### src/rtl/spi_slave.sv
// Mode-0 SPI responder, MSB first, fully oversampled on the local clock.
// A transmit holding register feeds the tx shifter; FILL is sent on underrun.
module spi_slave #(
  parameter int               WIDTH       = 8,
  parameter int               SYNC_STAGES = 2,
  parameter logic [WIDTH-1:0] FILL        = {WIDTH{1'b1}}
) (
  input  logic             Clock,
  input  logic             Reset,
  input  logic             SCLK,
  input  logic             CS,
  input  logic             MOSI,
  output logic             MISO,
  input  logic [WIDTH-1:0] txData,
  input  logic             txLoad,
  output logic             txReady,
  output logic [WIDTH-1:0] rxData,
  output logic             arrived,
  output logic             underrun,
  output logic             busy
);

  localparam int CW = (WIDTH > 2) ? $clog2(WIDTH) : 1;

  typedef enum logic {IDLE, ACTIVE} state_t;

  state_t                 state;
  logic [SYNC_STAGES-1:0] sclk_p0, cs_p0, mosi_p0;
  logic                   sclk_p1, cs_p1;
  logic [CW-1:0]          cnt;
  logic [WIDTH-1:0]       rx_shift, tx_shift, hold, tx_next, rx_next;
  logic                   hold_full, reload;
  logic                   sclk_s, cs_s, mosi_s;
  logic                   sclk_rise, sclk_fall, cs_fall, cs_rise;

  assign sclk_s    = sclk_p0[SYNC_STAGES-1];
  assign cs_s      = cs_p0[SYNC_STAGES-1];
  assign mosi_s    = mosi_p0[SYNC_STAGES-1];
  assign sclk_rise = sclk_s & ~sclk_p1;
  assign sclk_fall = ~sclk_s & sclk_p1;
  assign cs_fall   = ~cs_s & cs_p1;
  assign cs_rise   = cs_s & ~cs_p1;
  assign txReady   = ~hold_full;
  // A shifter load always samples the holding register as it stood before this cycle.
  assign tx_next   = hold_full ? hold : FILL;
  assign rx_next   = {rx_shift[WIDTH-2:0], mosi_s};

  // Stage p0: synchronisers, stage p1: previous synchronised sample for edge detection
  always_ff @(posedge Clock or negedge Reset) begin
    if (!Reset) begin
      sclk_p0 <= '0;
      cs_p0   <= '1;
      mosi_p0 <= '0;
      sclk_p1 <= 1'b0;
      cs_p1   <= 1'b1;
    end else begin
      sclk_p0 <= {sclk_p0[SYNC_STAGES-2:0], SCLK};
      cs_p0   <= {cs_p0[SYNC_STAGES-2:0], CS};
      mosi_p0 <= {mosi_p0[SYNC_STAGES-2:0], MOSI};
      sclk_p1 <= sclk_s;
      cs_p1   <= cs_s;
    end
  end

  always_ff @(posedge Clock or negedge Reset) begin
    if (!Reset) begin
      state     <= IDLE;
      cnt       <= '0;
      rx_shift  <= '0;
      tx_shift  <= '0;
      hold      <= '0;
      hold_full <= 1'b0;
      reload    <= 1'b0;
      rxData    <= '0;
      arrived   <= 1'b0;
      underrun  <= 1'b0;
      busy      <= 1'b0;
      MISO      <= 1'b0;
    end else begin
      arrived  <= 1'b0;
      underrun <= 1'b0;
      case (state)
        IDLE: begin
          if (cs_fall) begin
            state     <= ACTIVE;
            cnt       <= '0;
            reload    <= 1'b0;
            busy      <= 1'b1;
            tx_shift  <= tx_next;
            MISO      <= tx_next[WIDTH-1];
            underrun  <= ~hold_full;
            hold_full <= 1'b0;
          end
        end
        ACTIVE: begin
          // CS takes priority over an SCLK edge seen in the same cycle.
          if (cs_rise) begin
            state    <= IDLE;
            cnt      <= '0;
            reload   <= 1'b0;
            busy     <= 1'b0;
            MISO     <= 1'b0;
            rx_shift <= '0;
          end else if (sclk_rise) begin
            rx_shift <= rx_next;
            if (cnt == CW'(WIDTH-1)) begin
              rxData  <= rx_next;
              arrived <= 1'b1;
              cnt     <= '0;
              reload  <= 1'b1;
            end else begin
              cnt <= cnt + 1'b1;
            end
          end else if (sclk_fall) begin
            if (reload) begin
              reload    <= 1'b0;
              tx_shift  <= tx_next;
              MISO      <= tx_next[WIDTH-1];
              underrun  <= ~hold_full;
              hold_full <= 1'b0;
            end else begin
              tx_shift <= {tx_shift[WIDTH-2:0], 1'b0};
              MISO     <= tx_shift[WIDTH-2];
            end
          end
        end
        default: state <= IDLE;
      endcase
      // Capture after any consume above so a same-cycle load lands for the next frame.
      if (txLoad && !hold_full) begin
        hold      <= txData;
        hold_full <= 1'b1;
      end
    end
  end

endmodule

### config.mk
export PLATFORM = sky130hd
export DESIGN_NAME = spi_slave
export DESIGN_NICKNAME = d
export VERILOG_FILES = /design/src/rtl/spi_slave.sv
export SDC_FILE = /design/constraint.sdc
export NUM_CORES = 1
export LEC_CHECK = 0
export ABC_AREA = 1
export BUFFER_PORTS_ARGS = -buffer_cell sky130_fd_sc_hd__buf_2
export CORE_MARGIN = 4
export CORE_UTILIZATION = 55
export CTS_CLUSTER_SIZE = 16
export DETAILED_ROUTE_END_ITERATION = 8
export PLACE_DENSITY_LB_ADDON = 0.2
export SLEW_MARGIN = 0
export SYNTH_ARGS = -nofsm -noshare
export SYNTH_HDL_FRONTEND = slang
export SYNTH_SLANG_ARGS = --single-unit
### constraint.sdc
create_clock -name Clock -period 2.8 [get_ports Clock]
set_input_delay 0.42 -clock Clock [delete_from_list [all_inputs] [get_ports Clock]]
set_output_delay 0.42 -clock Clock [all_outputs]
set_load 0.02 [all_outputs]
==> results.json, run 1 <==
{
  "dp_cells": 262,
  "grt_first_pass_wirelength_um": 6150,
  "yosysWarnings": 0,
  "stdcell_area_um2": 2300,
  "period_minus_slack_ns": 1.47,
  "cp_max_fo": 10,
  "post-route-period-util_pct": 52.4,
  "drt_iter0_drc": 74,
  "viasPerCell": 5.11,
  "setup.worst_path.end_class": "output port",
  "tns_ns": 0,
  "ir_worst_vdd_mv": 0.520,
  "place_congestion": 0.855,
  "detail-route-antenna-nets": 0,
  "synth_cell_types": 24,
  "place_area_um2": 2180,
  "fmax_mhz": 681,
  "clockBufferDepth": 2,
  "maxSlewHeadroom_pct": 32.9,
  "syn_inst": 193,
  "syn_avg_cell_area_um2": 10.5,
  "synth_area_um2": 2020,
  "cts_sinks": 48,
  "critPathArrivalTime_ns": 1.05,
  "ctsResizeCount": 0,
  "synthesis.nets": 209,
  "grt_max_degree": 49,
  "whs_ns": 0.211,
  "fp.dieH_um": 68.7,
  "path_clk_slew_ns": 0.09,
  "powerDensity_nw_per_um2": 790,
  "slew_violations": 0,
  "die_w_um": 68.7,
  "areaGrowthSynthToFinish_pct": 13.6,
  "n_antenna_cell": 0,
  "drive_gt1_share_pct": 30.8,
  "track_usage_pct": 18.2,
  "tightest_slew_ns": 1.01,
  "leakagePower_nw": 1.19,
  "grt_pass1_vias": 1409,
  "setup_violations": 0,
  "via_count": 1381,
  "drc": 0,
  "skew_ns": 0.00644,
  "wl_um": 3550,
  "synth_seq_area_share_pct": 59.6,
  "finalHoldViolCount": 0,
  "die_area_um2": 4710,
  "ctsHoldBuffers": 0,
  "ys_ff_latch": 48,
  "finalWorstSetupSlack_ns": 1.33,
  "required_ns": 2.38,
  "critPathKind": "reg -> out",
  "hold_path_class": "in -> reg",
  "dp_worst_setup_slack_ns": 1.39,
  "rows": 21,
  "start_kind": "flop",
  "fin_nets": 239,
  "antenna_found_initial": 0,
  "clk_latency_ns": 0.30,
  "dp_hpwl_um": 2530,
  "max-cap-violations": 0,
  "overflow": 0,
  "stdcell_count": 270,
  "wire_per_inst_um": 13.1,
  "ctsRootBufferMaster": "clkbuf_8",
  "ioPinCount": 27,
  "cts_tree": "built",
  "rsz0062_at_grt": "false",
  "start_util_pct": 58.8,
  "cts_setup_buffers": 0,
  "status": "complete, no violations",
  "io_buffer_count": 26,
  "cts_made_buffers": 5,
  "dr.pass1.iters": 4,
  "coreArea_um2": 3440,
  "cts-htree-levels": 2
}
## path summary, 6_finish.rpt
check | end | from | slack [ns] | cells after the start
setup / recovery | txReady | hold_full$_DFFE_PN0P_ | 1.33 | 2
hold / removal | cs_p0[0]$_DFF_PN1_ | CS | 0.21 | 1
setup reg to reg | cnt[0]$_DFFE_PN0P_ | cs_p1$_DFF_PN1_ | 1.36 | 6
hold reg to reg | sclk_p0[1]$_DFF_PN0_ | sclk_p0[0]$_DFF_PN0_ | 0.35 | 0
max in group asynchronous | MISO$_DFFE_PN0P_ | Reset | 1.89 | 1
min in group asynchronous | busy$_DFFE_PN0P_ | Reset | 0.29 | 1
## logic make-up after synthesis
| logic type | count (synthesis) | share of synthesized area (%) |
|---|---|---|
| mux | 8 | 4.45 |
| flops | 48 | 59.6 |
| compound gates | 33 | 10.8 |
| fa+ha+maj | 2 | 1.24 |
| simple gates | 75 | 17.8 |
| buf+inv | 27 | 6.12 |
## worst max-delay path, stage by stage, from the launching register on
cell and delay (ns):
dfrtp_1 0.42, inv_2 0.14, buf_2 0.19
## layer usage
layer	global-route usage, %	vias up	part of all wire (%)
met5	0	-	0
met1	20.6	660	43
met2	31.8	27	51
met4	7.44	0	1.7
met3	5.35	6	5.2
li1	-	688	-
## sequential cells by signal, summed over array words and instances (netlist names), 2 cells and up
register and cells:
sclk_p0 2, rx_shift 7, hold 8, mosi_p0 2, tx_shift 7, cnt 3
cs_p0 2, rxData 8
## per-stage QoR
stage / util [%] / total power, mW
floorplan: - / 1.20
CTS: 66.8 / 1.83
finish: 66.8 / 1.82
global placement: 63.2 / 1.29
detailed placement: 63.2 / 1.31
global route: 66.8 / 1.93
## cells in the mapped netlist
library cell | count | area, µm²
a21oi_2 | 1 | 8.76
or2_2 | 1 | 6.26
inv_1 | 20 | 75.1
nor3_2 | 1 | 10.0
mux2_2 | 8 | 90.1
nor2_1 | 2 | 7.51
buf_6 | 3 | 33.8
nor3_1 | 1 | 5.00
nor2_2 | 1 | 6.26
o21ai_2 | 9 | 78.8
o2111ai_1 | 2 | 17.5
a21oi_1 | 1 | 5.00
nand2_1 | 52 | 195
o21ai_0 | 13 | 65.1
nand3_4 | 1 | 17.5
nor2_4 | 1 | 11.3
nand2_2 | 1 | 6.26
dfrtp_1 | 45 | 1130
inv_2 | 4 | 15.0
o22ai_1 | 7 | 43.8
dfstp_2 | 3 | 78.8
nand3_1 | 10 | 50.1
ha_1 | 2 | 25.0
nand2_4 | 4 | 45.0
## where the power goes
group          internal, mW  switching (mW)  leakage (nW)
combinational         0.159           0.225         0.518
sequential            0.837          0.0773         0.608
clock                 0.292           0.226        0.0614
total                  1.29           0.528          1.19
## layout by cell type (no fill, tap or decap), types with 2 or more instances in the layout
| cell | Yosys | layout |
|---|---|---|
| buf_2 | 0 | 26 |
| clkbuf_8 | 0 | 6 |
| dfrtp_1 | 45 | 45 |
| dfstp_2 | 3 | 3 |
| ha_1 | 2 | 2 |
| inv_1 | 20 | 20 |
| inv_2 | 4 | 4 |
| mux2_2 | 8 | 8 |
| nand2_1 | 52 | 52 |
| nand2_4 | 4 | 4 |
| nand3_1 | 10 | 10 |
| nor2_1 | 2 | 2 |
| o2111ai_1 | 2 | 2 |
| o21ai_0 | 13 | 13 |
| o21ai_2 | 9 | 9 |
| o22ai_1 | 7 | 7 |
## area by class of cell
cell class / instances / area, µm²
Clock inverter: 2 / 38.8
Sequential cell: 48 / 1200
Inverter: 24 / 90.1
Clock buffer: 6 / 82.6
Tap cell: 46 / 57.6
Multi-Input combinational cell: 118 / 694
Timing Repair Buffer: 26 / 130
Fill cell: 273 / 1140
No activity file was read; power rests on OpenSTA's default activity.
==> inputs of run 2 (changes only) <==
--- a/config.mk
+++ b/config.mk
@@ -8,7 +8,7 @@
 export ABC_AREA = 1
 export BUFFER_PORTS_ARGS = -buffer_cell sky130_fd_sc_hd__buf_2
 export CORE_MARGIN = 4
-export CORE_UTILIZATION = 55
+export CORE_UTILIZATION = 51
 export CTS_CLUSTER_SIZE = 16
 export DETAILED_ROUTE_END_ITERATION = 8
 export PLACE_DENSITY_LB_ADDON = 0.2
==> constraint.sdc (replaced) <==
create_clock -name Clock -period 1.2 [get_ports Clock]
set_input_delay 0.18 -clock Clock [delete_from_list [all_inputs] [get_ports Clock]]
set_output_delay 0.18 -clock Clock [all_outputs]
set_load 0.02 [all_outputs]
==> run 2 against run 1 <==
  * The flow now finishes with violations (setup timing)
  * Die area grew 6.9%
  * Wire length is 18% higher
  * Cell count is 12% higher
  * Worst setup slack lost 1.4 ns
  * Hold slack got worse by 0.10 ns
  * First-iteration DRC count grew 9.5%
  * Utilization grew 5.7 points
  * Sequential share of layout area down 8.0 points
  * Global-route usage shrank 0.97 points
  * Critical endpoint is now reload$_DFFE_PN0P_
  * Largest cell class unchanged
==> results.json, run 2 (synthesis gave the netlist of run 1 again) <==
{
  "cts_made_buffers": 5,
  "post-route-period-util_pct": 107,
  "die_area_um2": 5040,
  "drive_gt1_share_pct": 48.0,
  "cts_sinks": 48,
  "violations": "setup timing",
  "n_antenna_cell": 0,
  "hold_path_class": "in -> reg",
  "post-route-util_pct": 72.5,
  "ir_worst_vdd_mv": 1.16,
  "areaGrowthSynthToFinish_pct": 34.1,
  "whs_ns": 0.110,
  "dp_worst_setup_slack_ns": -0.141,
  "wire_per_inst_um": 13.8,
  "io_buffer_count": 26,
  "dp_cells": 279,
  "mostFrequentLayoutCell": "dfrtp_1",
  "slew_violations": 0,
  "path_clk_slew_ns": 0.09,
  "die_w_um": 71.0,
  "path_buf_inv": 0,
  "start_util_pct": 54.0,
  "fmax_mhz": 776,
  "stdcell_count": 302,
  "drt_iter0_drc": 81,
  "wl_um": 4180,
  "path_cells": "ha_2 -> ha_4 -> a21oi_1 -> nand2_1 -> nand3_1 -> nand2_1 -> nand2_1",
  "ioPinCount": 27,
  "power_mw": 4.51,
  "skew_ns": 0.00958,
  "dp_hpwl_um": 2720,
  "clockBufferDepth": 2,
  "status": "finished with violations",
  "fp.dieH_um": 71.0,
  "critPathMostFrequentCell": "nand2_1",
  "coreArea_um2": 3740,
  "r2r_cells": 7,
  "start_kind": "flop",
  "tightest_slew_ns": 0.287,
  "finalWorstSetupSlack_ns": -0.0883,
  "cp_slowest_cell": "dfrtp_1",
  "clk_latency_ns": 0.30,
  "dr.pass1.iters": 4,
  "required_ns": 1.44,
  "cts-htree-levels": 2,
  "antenna_found_initial": 0,
  "maxSlewHeadroom_pct": 80.9,
  "critPathArrivalTime_ns": 1.53,
  "detail-route-antenna-nets": 0,
  "grt_first_pass_wirelength_um": 6820,
  "place_congestion": 0.933,
  "path_delay_family": "flip-flops",
  "ctsRootBufferMaster": "clkbuf_8",
  "rsz0062_at_grt": "true",
  "viasPerCell": 5.08,
  "finalHoldViolCount": 0,
  "cts_tree": "built",
  "powerDensity_nw_per_um2": 1660,
  "final_cell_mix": "dfrtp_1, nand2_1, buf_2",
  "min_path_cells": 2,
  "rows": 22,
  "setup.worst_path.end_class": "flop",
  "period_minus_slack_ns": 1.29,
  "cp_max_fo": 4,
  "via_count": 1534,
  "drc": 0,
  "leakagePower_nw": 1.34,
  "grt_max_degree": 26,
  "setup_violations": 28,
  "max-cap-violations": 0,
  "fin_nets": 269,
  "track_usage_pct": 17.2,
  "reg_top3": "hold: 8 flops, rxData: 8 flops",
  "overflow": 0,
  "grt_pass1_vias": 1574,
  "critPathKind": "reg -> reg",
  "crit_cells": 7,
  "max_stage_delay_ns": 0.39
}
==> run 2: changes by cell type in the layout (fill, tap and decap cells not counted), sizes merged <==
cell         delta
buf            +24
clkbuf          -1
clkinvlp        +2
dlygate4sd3     +4
nand3           +1
==> run 2: area by class of cell <==
cell class | instances | area, µm²
inverter | 24 | 92.6
multi-input combinational | 119 | 857
timing repair buffer | 54 | 380
timing repair inverter | 1 | 7.51
sequential | 48 | 1200
clock inverter | 3 | 42.5
fill | 269 | 1030
tap | 48 | 60.1
clock buffer | 5 | 68.8
==> run 2: per-layer routing <==
layer  wire [µm]  track usage (%)  vias up
li1            -                -      754
met1        1840             21.3      733
met2        2060             28.1       36
met3         194             4.97       11
met4          84             7.52        0
met5           0                0        -
==> run 2: what timing repair did <==
action,CTS,global route
hold buffers,4,0
setup endpoints to repair,30,36
hold endpoints to repair,10,0
pin swaps,3,4
cloned,2,0
gates resized for setup,25,21
setup buffers,6,3
==> run 2: metrics by stage <==
step / instance area, µm² / TNS [ns]
finish: 2710 / -1.05
global route: 2710 / -2.72
CTS: 2600 / -0.585
detailed placement: 2310 / -2.10
global placement: 2310 / -0.695
floorplan: 2030 / -0.142
==> run 2: path summary, 6_finish.rpt <==
path | startpoint | slack, ns | end
setup / recovery | cnt[0]$_DFFE_PN0P_ | -0.09 | reload$_DFFE_PN0P_
hold / removal | txData[7] | 0.11 | hold[7]$_DFFE_PN0P_
setup reg to reg | cnt[0]$_DFFE_PN0P_ | -0.09 | reload$_DFFE_PN0P_
hold reg to reg | mosi_p0[0]$_DFF_PN0_ | 0.36 | mosi_p0[1]$_DFF_PN0_
max in group asynchronous | Reset | 0.45 | tx_shift[3]$_DFFE_PN0P_
min in group asynchronous | Reset | 0.28 | cnt[2]$_DFFE_PN0P_
==> run 2: worst register-to-register path, stage by stage (launching register included) <==
cell and delay, ns:
dfrtp_1 0.39, ha_2 0.20, ha_4 0.19, a21oi_1 0.12
nand2_1 0.08, nand3_1 0.12, nand2_1 0.06, nand2_1 0.05
==> run 2: where the power goes <==
part	internal (mW)	total [mW]	switching [mW]
Clock	0.616	1.15	0.536
Sequential	1.95	2.14	0.190
Combinational	0.554	1.21	0.660
==> inputs of run 3 (changes only) <==
--- a/config.mk
+++ b/config.mk
@@ -9,9 +9,9 @@
 export BUFFER_PORTS_ARGS = -buffer_cell sky130_fd_sc_hd__buf_2
 export CORE_MARGIN = 4
 export CORE_UTILIZATION = 51
-export CTS_CLUSTER_SIZE = 16
 export DETAILED_ROUTE_END_ITERATION = 8
 export PLACE_DENSITY_LB_ADDON = 0.2
+export SETUP_SLACK_MARGIN = 0.05
 export SLEW_MARGIN = 0
 export SYNTH_ARGS = -nofsm -noshare
 export SYNTH_HDL_FRONTEND = slang
==> run 3 against run 2 <==
  * The run still ends with setup timing left
  * Global-route usage rose by 0.74 points
  * Die area did not move
  * Sequential power rose by 2%
  * Non-clock buffer count fell by 2
  * Combinational power rose by 5%
  * Via count rose by 0.46%
  * First-iteration DRC count rose by 52%
  * Count of clock-buffer cells in the layout rose by 1
  * Critical path type unchanged
  * Critical endpoint unchanged
==> results.json, run 3 (synthesis gave the netlist of run 1 again) <==
{
  "tns_ns": -0.820,
  "io_buffer_count": 26,
  "ir_worst_vdd_mv": 1.17,
  "place_congestion": 0.900,
  "cts_sinks": 48,
  "skew_ns": 0.00858,
  "grt_max_degree": 28,
  "dr.pass1.iters": 4,
  "stdcell_count": 302,
  "areaGrowthSynthToFinish_pct": 36.8,
  "grt_first_pass_wirelength_um": 7210,
  "setup.worst_path.end_class": "flop",
  "final_cell_mix": "dfrtp_1, nand2_1, buf_2",
  "drive_gt1_share_pct": 52.4,
  "p_switching_mw": 1.42,
  "grt_pass1_vias": 1605,
  "rows": 22,
  "critPathKind": "reg -> reg",
  "switching_share_pct": 32.0,
  "cts-htree-levels": 2,
  "maxSlewHeadroom_pct": 75.2,
  "coreArea_um2": 3740,
  "seq_power_share_pct": 49.2,
  "fp.dieH_um": 71.0,
  "mostFrequentLayoutCell": "dfrtp_1",
  "ioPinCount": 27,
  "die_area_um2": 5040,
  "dp_hpwl_um": 2600,
  "tightest_slew_ns": 0.372,
  "clockBufferDepth": 2,
  "fmax_mhz": 789,
  "reg2reg_slack_ns": -0.07,
  "cp_max_fo": 6,
  "path_clk_slew_ns": 0.09,
  "start_kind": "flop",
  "leakagePower_nw": 1.35,
  "max-cap-violations": 0,
  "rsz0062_at_grt": "true",
  "antenna_found_initial": 0,
  "path_cells": "nand2_4 -> buf_4 -> nand2_1 -> inv_1 -> nand2_1 -> nand3_1 -> nand2_1 -> nand2_1",
  "wl_um": 4020,
  "fillers": 265,
  "p_int_mw": 3.01,
  "finalWorstSetupSlack_ns": -0.0677,
  "dp_worst_setup_slack_ns": -0.109,
  "viasPerCell": 5.10,
  "cts_tree": "built",
  "via_count": 1541,
  "start_util_pct": 54.0,
  "status": "finished with violations",
  "violations": "setup timing",
  "post-route-period-util_pct": 106,
  "ctsRootBufferMaster": "clkbuf_8",
  "detail-route-antenna-nets": 0,
  "path_delay_family": "flip-flops",
  "die_w_um": 71.0,
  "path_buf_inv": 2,
  "overflow": 0,
  "n_antenna_cell": 0,
  "drt_iter0_drc": 123,
  "required_ns": 1.40,
  "cts_made_buffers": 5,
  "dp_cells": 280,
  "clkPwrFrac_pct": 22.1,
  "fin_nets": 269,
  "slew_violations": 0,
  "power_mw": 4.42,
  "setup_violations": 25,
  "critPathMostFrequentCell": "nand2_1",
  "critPathArrivalTime_ns": 1.46,
  "powerDensity_nw_per_um2": 1600,
  "reg_top3": "hold: 8 flops, rxData: 8 flops",
  "wire_per_inst_um": 13.3,
  "finalHoldViolCount": 0,
  "cp_slowest_cell": "dfstp_2",
  "period_minus_slack_ns": 1.27,
  "hold_path_class": "in -> reg",
  "clk_latency_ns": 0.30,
  "drc": 0,
  "combPwrFrac_pct": 28.7,
  "track_usage_pct": 18.0,
  "max_stage_delay_ns": 0.60
}
-- run 3: area by class of cell --
type | count | area (µm²) | share of cell area (%)
Clock buffer | 6 | 82.6 | 2.98
Clock inverter | 2 | 10.0 | 0.362
Multi-Input combinational cell | 121 | 935 | 33.8
Tap cell | 48 | 60.1 | 2.17
Inverter | 24 | 92.6 | 3.35
Timing Repair Buffer | 52 | 373 | 13.5
Timing Repair inverter | 1 | 7.51 | 0.271
Sequential cell | 48 | 1210 | 43.6
-- run 3: worst reg2reg max path, stage by stage, from the launching register on --
cell and delay [ns]:
dfstp_2 0.60, nand2_4 0.11, buf_4 0.15, nand2_1 0.05
inv_1 0.04, nand2_1 0.06, nand3_1 0.07, nand2_1 0.06
nand2_1 0.04
-- run 3: worst paths after layout --
| check | endpoint | depth (start not counted) | startpoint |
|---|---|---|---|
| setup / recovery | reload$_DFFE_PN0P_ | 8 | cs_p0[1]$_DFF_PN1_ |
| hold / removal | hold[4]$_DFFE_PN0P_ | 2 | txData[4] |
| setup reg to reg | reload$_DFFE_PN0P_ | 8 | cs_p0[1]$_DFF_PN1_ |
| hold reg to reg | mosi_p0[1]$_DFF_PN0_ | 0 | mosi_p0[0]$_DFF_PN0_ |
| max in group asynchronous | cs_p0[0]$_DFF_PN1_ | 3 | Reset |
| min in group asynchronous | rxData[4]$_DFFE_PN0P_ | 2 | Reset |
-- run 3: repair_timing --
item                       4_1_cts  5_1_grt
setup endpoints to repair       40       32
gates cloned                     3        1
hold buffers                     4        0
gates resized for setup         35       25
hold endpoints to repair        16        0
pin swaps                       14        4
setup buffers                    4        2
-- run 3: metal layers --
layer / vias to the layer above / global-route usage, % / part of all wire (%)
met5: - / 0 / 0
met4: 0 / 6.89 / 1.6
met3: 7 / 3.98 / 5.2
met2: 36 / 30.0 / 48
met1: 742 / 22.8 / 45
li1: 756 / - / -
-- run 3: power groups by stage --
stage / sequential [mW] / combinational, mW / clock [mW]
final: 2.18 / 1.27 / 0.978
after global routing: 2.22 / 1.41 / 1.08
after CTS: 2.16 / 1.19 / 1.00
after detailed placement: 2.16 / 0.986 / 0
after global placement: 2.15 / 0.948 / 0
after floorplan: 2.14 / 0.673 / 0
-- run 3: per-stage QoR --
stage | hold slack, ns | cell area (µm²) | utilization (%)
finish | 0.107 | 2770 | 73.9
detailed placement | 0.117 | 2320 | 62.1
global route | 0.0979 | 2770 | 73.9
global placement | 0.101 | 2320 | 62.1
floorplan | -0.116 | 2040 | -
CTS | 0.102 | 2650 | 70.8
